### src/rtl/control_pipeline.sv
// control_pipeline: hazard and sequencing controller for the 5-stage JOF32 pipeline
module control_pipeline #(
  parameter int ANCHO_DIR    = 4,
  parameter int CICLOS_FLUSH = 2,
  parameter int ANCHO_CNT    = 16,
  parameter int MAX_ESPERA   = 15
) (
  input  logic                 clk,
  input  logic                 rst,
  input  logic [ANCHO_DIR-1:0] id_rs1,
  input  logic [ANCHO_DIR-1:0] id_rs2,
  input  logic                 id_usa_rs1,
  input  logic                 id_usa_rs2,
  input  logic [ANCHO_DIR-1:0] ex_dir_wb,
  input  logic                 ex_reg_wr,
  input  logic                 ex_sel_ld,
  input  logic                 salto_tomado,
  input  logic                 mem_req,
  input  logic                 mem_listo,
  output logic                 pc_wr,
  output logic                 if_id_wr,
  output logic                 if_id_flush,
  output logic                 id_ex_burbuja,
  output logic                 ex_mem_wr,
  output logic                 mem_wb_burbuja,
  output logic [ANCHO_CNT-1:0] cnt_stall,
  output logic                 err_mem
);
  localparam logic [1:0] NORMAL = 2'd0, FLUSH = 2'd1, ESPERA_MEM = 2'd2;
  localparam int FW = $clog2(CICLOS_FLUSH + 1);
  localparam int WW = $clog2(MAX_ESPERA + 1);
  logic [1:0] r_state, w_nstate;
  logic [FW-1:0] r_fcnt, w_nf;
  logic [WW-1:0] r_wcnt, w_nw;
  logic [ANCHO_CNT-1:0] r_cnt;
  logic r_err;
  logic w_mw, w_lu, w_fl, w_lus, w_to;
  assign w_mw = mem_req & ~mem_listo;
  assign w_lu = ex_sel_ld & ex_reg_wr & (ex_dir_wb != '0) &
                ((id_usa_rs1 & (id_rs1 == ex_dir_wb)) | (id_usa_rs2 & (id_rs2 == ex_dir_wb)));
  assign w_fl = ~w_mw & ((r_state == FLUSH) | ((r_state == NORMAL) & salto_tomado));
  assign w_lus = ~w_mw & (r_state == NORMAL) & ~salto_tomado & w_lu;
  assign w_to = (r_state == ESPERA_MEM) & w_mw & (r_wcnt == WW'(MAX_ESPERA - 1));
  assign pc_wr = ~rst & ~w_mw & ~w_lus;
  assign if_id_wr = ~rst & ~w_mw & ~w_lus;
  assign if_id_flush = rst | w_fl;
  assign id_ex_burbuja = rst | w_fl | w_lus;
  assign ex_mem_wr = ~rst & ~w_mw;
  assign mem_wb_burbuja = rst | w_mw;
  assign cnt_stall = r_cnt;
  assign err_mem = r_err;
  // A branch that coincides with a wait is remembered as a full flush replayed after the wait
  always_comb begin
    w_nstate = r_state;
    w_nf = r_fcnt;
    w_nw = r_wcnt;
    if (r_state == ESPERA_MEM) begin
      if (!w_mw) w_nstate = (r_fcnt != '0) ? FLUSH : NORMAL;
      else if (w_to) begin
        w_nstate = NORMAL;
        w_nf = '0;
      end else w_nw = r_wcnt + WW'(1);
    end else if (w_mw) begin
      w_nstate = ESPERA_MEM;
      w_nw = WW'(1);
      w_nf = (r_state == FLUSH) ? r_fcnt - FW'(1) : (salto_tomado ? FW'(CICLOS_FLUSH) : '0);
    end else if (r_state == FLUSH) begin
      w_nf = r_fcnt - FW'(1);
      w_nstate = (r_fcnt == FW'(1)) ? NORMAL : FLUSH;
    end else if (salto_tomado && CICLOS_FLUSH > 1) begin
      w_nstate = FLUSH;
      w_nf = FW'(CICLOS_FLUSH - 1);
    end
  end
  always_ff @(posedge clk) begin
    if (rst) begin
      r_state <= NORMAL;
      r_fcnt <= '0;
      r_wcnt <= '0;
      r_cnt <= '0;
      r_err <= 1'b0;
    end else begin
      r_state <= w_nstate;
      r_fcnt <= w_nf;
      r_wcnt <= w_nw;
      r_err <= r_err | w_to;
      if (!pc_wr && r_cnt != '1) r_cnt <= r_cnt + ANCHO_CNT'(1);
    end
  end
endmodule
### config.mk
export PLATFORM = sky130hd
export DESIGN_NAME = control_pipeline
export DESIGN_NICKNAME = d
export VERILOG_FILES = /design/src/rtl/control_pipeline.sv
export SDC_FILE = /design/constraint.sdc
export NUM_CORES = 1
export LEC_CHECK = 0
export ABC_AREA = 1
export CAP_MARGIN = 20
export CORE_MARGIN = 5
export CORE_UTILIZATION = 44
export DETAILED_ROUTE_END_ITERATION = 7
export MAX_ROUTING_LAYER = met4
export PLACE_DENSITY = 0.8
export SYNTH_ARGS = -nofsm -noshare
export SYNTH_HDL_FRONTEND = slang
export SYNTH_SLANG_ARGS = --single-unit
### constraint.sdc
create_clock -name clk -period 1.5 [get_ports clk]
set_clock_uncertainty 0.15 [all_clocks]
set_input_delay 0.3 -clock clk [delete_from_list [all_inputs] [get_ports clk]]
set_output_delay 0.3 -clock clk [all_outputs]
set_load 0.03 [all_outputs]
# [Word-level counts from Yosys, hierarchy flattened]
# Cells that the tools add are included.
[op_classes] add_sub_neg=3 n_shift=0 magnitude_cmp=0 n_reduce_logical=10 bitwise=26 n_div=0 eq_ne=11 n_mux=18 multipliers=0
[ops] cell="two-way mux 2 bit" n=12
[ops] cell="adder 16 x 1 -> 16 bit (second input constant)" n=1
[ops] cell="two-way mux 4 bit" n=4
[ops] cell="inequality test 16 bit (second input constant)" n=1
[ops] cell="bitwise AND 1 bit" n=15
[ops] cell="== test 4 bit" n=2
[ops] cell="nonzero test 4 bit" n=2
[ops] cell="inequality test 2 bit (second input constant)" n=3
[ops] cell="bitwise OR 1 bit" n=6
[ops] cell="NOT 1 bit" n=5
[ops] cell="adder 4 x 1 -> 4 bit (second input constant)" n=1
[ops] cell="== test 2 x 1 -> 1 bit (second input constant)" n=2
[ops] cell="== test 4 bit (second input constant)" n=1
[ops] cell="AND reduction 2 bit" n=2
[ops] cell="inequality test 3 bit (second input constant)" n=1
[ops] cell="AND reduction 3 bit" n=1
[ops] cell="nonzero test 3 bit" n=1
[ops] cell="== test 2 bit (second input constant)" n=1
[ops] cell="logical NOT 2 bit" n=1
[ops] cell="two-way mux 1 bit" n=2
[ops] cell="nonzero test 2 bit" n=1
[ops] cell="subtractor 2 x 1 -> 2 bit (second input constant)" n=1
[ops] cell="logical AND 1 bit" n=1
[ops] cell="logical NOT 1 bit" n=1
[totals] out_inout_bits=23 n_memories=0 latch_bits=0 reg_bits=25 romBits=0 mem_bits_rw=0

# [Logic depth before layout (Yosys ltp)]
# Gate-level depths: netlist of run 1.
[logic_depth] depth_word=10 ltp_mapped=12

# [Least setup slack after synthesis of run 1]
# Ideal clock, no wire load.
[synth_path] kind="input -> output" startpoint="input rst" endpoint="output pc_wr" cell_stages=6 setup_slack_ns=-0.738 n_path_buf=3 arrival_ns=1.788 cell_sequence="clkbuf_1 nor2_1 nand2_2 buf_4 inv_1 buf_4"
[synth_via] elab_chain_cells=3
[synth_lines] element="from (decl)" line="9" rtl="input logic rst,"
[synth_lines] element="NOT 1 bit"
[synth_lines] element="bitwise AND 1 bit"
[synth_lines] element="via ex_mem_wr" line="24" rtl="output logic ex_mem_wr,"
[synth_lines] element="bitwise AND 1 bit" line="44" rtl="assign pc_wr = ~rst & ~w_mw & ~w_lus;"
[synth_lines] element="to (decl)" line="20" rtl="output logic pc_wr,"
# The timed path passes the listed nets, and every way through them passes these cells.

# [Final worst setup path of run 1]
[layout_path] startpoint="register r_state[0]" endpoint="output if_id_wr"
[layout_via] elab_chain_cells=6
[layout_lines] element="from (decl)" line="32" rtl="logic [1:0] r_state, w_nstate;"
[layout_lines] element="from (signal assigned)" line="83" rtl="r_state <= w_nstate;"
[layout_lines] element="logical NOT 2 bit" line="42" rtl="assign w_lus = ~w_mw & (r_state == NORMAL) & ~salto_tomado & w_lu;"
[layout_lines] element="bitwise AND 1 bit (3 in series)" line="42"
[layout_lines] element="NOT 1 bit" line="45" rtl="assign if_id_wr = ~rst & ~w_mw & ~w_lus;"
[layout_lines] element="bitwise AND 1 bit" line="45"
[layout_lines] element="to (decl)" line="21" rtl="output logic if_id_wr,"
# No other way between the ends.

==> flow_summary.ini, run 1 <==
[status]
outcome = finished, violations left
violations = negative setup slack

[pwr]
leakagePower_nw = 1.41
max-vdd-ir-drop_mv = 0.441
powerDensity_mw_per_mm2 = 577

[sta]
setup_slack_ns = -0.463
hold_viol_final = 0
final_max_slew_viol_count = 0
rsz0062_at_grt = true
maxSlewHeadroom_pct = 80.4
whs_ns = 0.333
setup_viol = 27
tightest_slew_ns = 0.295
max_freq_mhz = 509
period_share_pct = 131
period_needed_ns = 1.96

[final_layout]
nFillCells = 195
drive_gt1_share_pct = 54.0
utilization_pct = 83.0
final_cells = 411
n_antenna_cell = 0
area_delta_synth_final_pct = 81.1
nets = 393

[die]
die_h_microns = 72.0
num_io_pins = 44
die-area_sq_mm = 0.00518
core_area_sq_mm = 0.00369
start_util_pct = 45.8
fp-row-count = 22
dieWidth_microns = 72.0

[place]
port_buffers = 43
place.gp.congestion = 0.808
dpl.cell_count = 393
dp_slack_ns = -1.14
place_hpwl_microns = 3520

[clock_network]
cts_root_buf = clkbuf_8
cts_sinks = 25
h-tree-depth = 1
cts_buffers = 3
hold_buffers = 0
clkTransAtPathRegs_ns = 0.08
clk_latency_ns = 0.29
cts_tree = yes
clockBufferDepth = 2

[drt]
drcViolationCount = 0
dr.pass1.iters = 4
drt-wirelength-per-cell_microns = 15.6
drt_first_iter_violations = 180
via_count = 2186
via_per_inst = 5.32
wl_microns = 6430
drtAntennaViolNets = 0

[setup_path]
crit_arrival_ns = 1.51
r2r-start = r_state[0]
r2r_cells = 14
end_kind = primary output
worstPathCellList = inv_2, ha_4, nand4_1, nor2_1, nand2_2, nand2_4, clkinvlp_4, buf_6
critPathKind = flop to primary output
slowest_delay_ns = 0.33
crit_fanout = 2
r2r-end = cnt_stall[5]
r2r_slack_ns = -0.45
crit_path_top_delay_cell = dfxtp_2
start_kind = flop
crit_required_ns = 1.05

[yosys]
netlist_instances = 266
async_reset_ff_share_pct = 0
synth_edf_count = 0
ys_seq_area_share_pct = 29.6
synth_top_flop_cell = dfxtp_1
syn-cell-area_sq_mm = 0.00169
avgSynthCellArea_sq_um = 6.35
ys_ff_latch = 25
syn_nets = 295
yosys_warnings = 0
yosys.cell_types.count = 30

[grt]
grt_overflow = 0
first_global_vias = 2296
grt_first_pass_wirelength_microns = 9790
grt_antenna_before_repair = 0
globalRouteTotalUtil_pct = 24.2
grt_start_max_net_pins = 17

[min_path]
whs_path_depth = 2
min_from = r_fcnt[1]
whs_endpoint = r_fcnt[1]
holdCritPathClass = flop to flop

[job]
maxCapViolCount = 0
-- cells in the mapped netlist, types with 3 or more instances --
cell / instances / share of area [%]
nand3_1: 20 / 5.9
o21ai_0: 4 / 1.2
ha_1: 8 / 5.9
buf_4: 4 / 1.8
nor2_2: 5 / 1.9
xnor2_1: 3 / 1.6
dfxtp_1: 25 / 30
nand3_2: 6 / 3.6
nor2_1: 38 / 8.4
nand4_1: 4 / 1.5
nand2_2: 4 / 1.5
inv_1: 37 / 8.2
inv_2: 5 / 1.1
nand2_1: 64 / 14
a21oi_1: 24 / 7.1
-- worst max-delay path: cells and delay by family (launching register included) --
family | cells | cell delay, ns
DFF | 1 | 0.33
buffers and inverters | 3 | 0.34
and+or+nand+nor | 4 | 0.42
adders and majority gates | 1 | 0.14
-- state kept, by name, indices dropped and copies added (netlist names) --
name / count
r_wcnt: 4
r_fcnt: 2
r_state: 2
err_mem: 1
cnt_stall: 16
-- cell families after synthesis --
family	synth area share, %
AO/OA/AOI/OAI	10.1
XOR/XNOR	1.55
adder cells (fa/ha/maj)	5.92
buffers and inverters	12.7
flip-flops	29.6
AND/OR/NAND/NOR	40.1
-- per-layer routing --
layer / vias up / GRT usage (%) / share of wire (%)
met5: - / - / 0
met4: 0 / 14.0 / 4.4
met3: 29 / 6.09 / 4.4
met2: 82 / 44.3 / 55
met1: 1041 / 22.7 / 36
li1: 1034 / - / -
-- area by class of cell --
| class | count | area [sq um] | share of cell area [%] |
|---|---|---|---|
| Clock buffer | 4 | 45.0 | 1.47 |
| Sequential cell | 25 | 534 | 17.4 |
| Timing Repair Buffer | 101 | 920 | 30.0 |
| Tap cell | 48 | 60.1 | 1.96 |
| Inverter | 42 | 186 | 6.09 |
| Multi-Input combinational cell | 191 | 1320 | 43.0 |
-- stage by stage --
step	area [sq um]	TNS, ns	power, mW
floorplan	1830	-1.17	0.965
global placement	2560	-22.77	1.16
detailed placement	2560	-23.44	1.17
CTS	2910	-4.59	1.69
global route	3060	-9.37	1.85
finish	3060	-7.74	1.77
-- worst max path at each step --
| stage | slack (ns) | depth (start not counted) | endpoint | from |
|---|---|---|---|---|
| floorplan | -0.31 | 9 | pc_wr | mem_req |
| global placement | -1.14 | 9 | if_id_wr | mem_req |
| detailed placement | -1.14 | 9 | pc_wr | mem_req |
| CTS | -0.39 | 9 | id_ex_burbuja | r_state[0] |
| global route | -0.52 | 8 | if_id_wr | r_state[0] |
| finish | -0.46 | 8 | if_id_wr | r_state[0] |
-- report_power, final --
| group | internal, mW | total [mW] | leakage [nW] | switching (mW) |
|---|---|---|---|---|
| Combinational | 0.316 | 0.642 | 1.18 | 0.326 |
| Sequential | 0.684 | 0.707 | 0.212 | 0.0223 |
| Clock | 0.191 | 0.418 | 0.0228 | 0.227 |
| Total | 1.19 | 1.77 | 1.41 | 0.575 |
-- timing repair --
action	4_1_cts	5_1_grt
gates resized for setup	108	58
pin swaps	40	30
endpoints found under the setup margin	36	36
buffers inserted	10	5
gates cloned	3	0
-- placed cells by master (no fill, tap or decap), types with 7 or more instances in the layout --
master	instances
inv_2	15
inv_1	21
nand2_2	14
buf_4	56
nand2_1	49
dlygate4sd2_1	13
nand3_1	9
dfxtp_2	12
nand3_2	15
nor2_2	7
a21oi_2	14
buf_6	16
dfxtp_1	8
a21oi_1	7
nor2_1	32
Power figures use the tool's default switching activity.
==> run 2: changes to the inputs <==
--- a/config.mk
+++ b/config.mk
@@ -10,6 +10,7 @@
 export CORE_MARGIN = 5
 export CORE_UTILIZATION = 44
 export DETAILED_ROUTE_END_ITERATION = 7
+export HOLD_SLACK_MARGIN = 0.15
 export MAX_ROUTING_LAYER = met4
 export PLACE_DENSITY = 0.8
 export SYNTH_ARGS = -nofsm -noshare
==> results of run 2 <==
The final DEF is identical to that of run 1; final timing and power are the same.
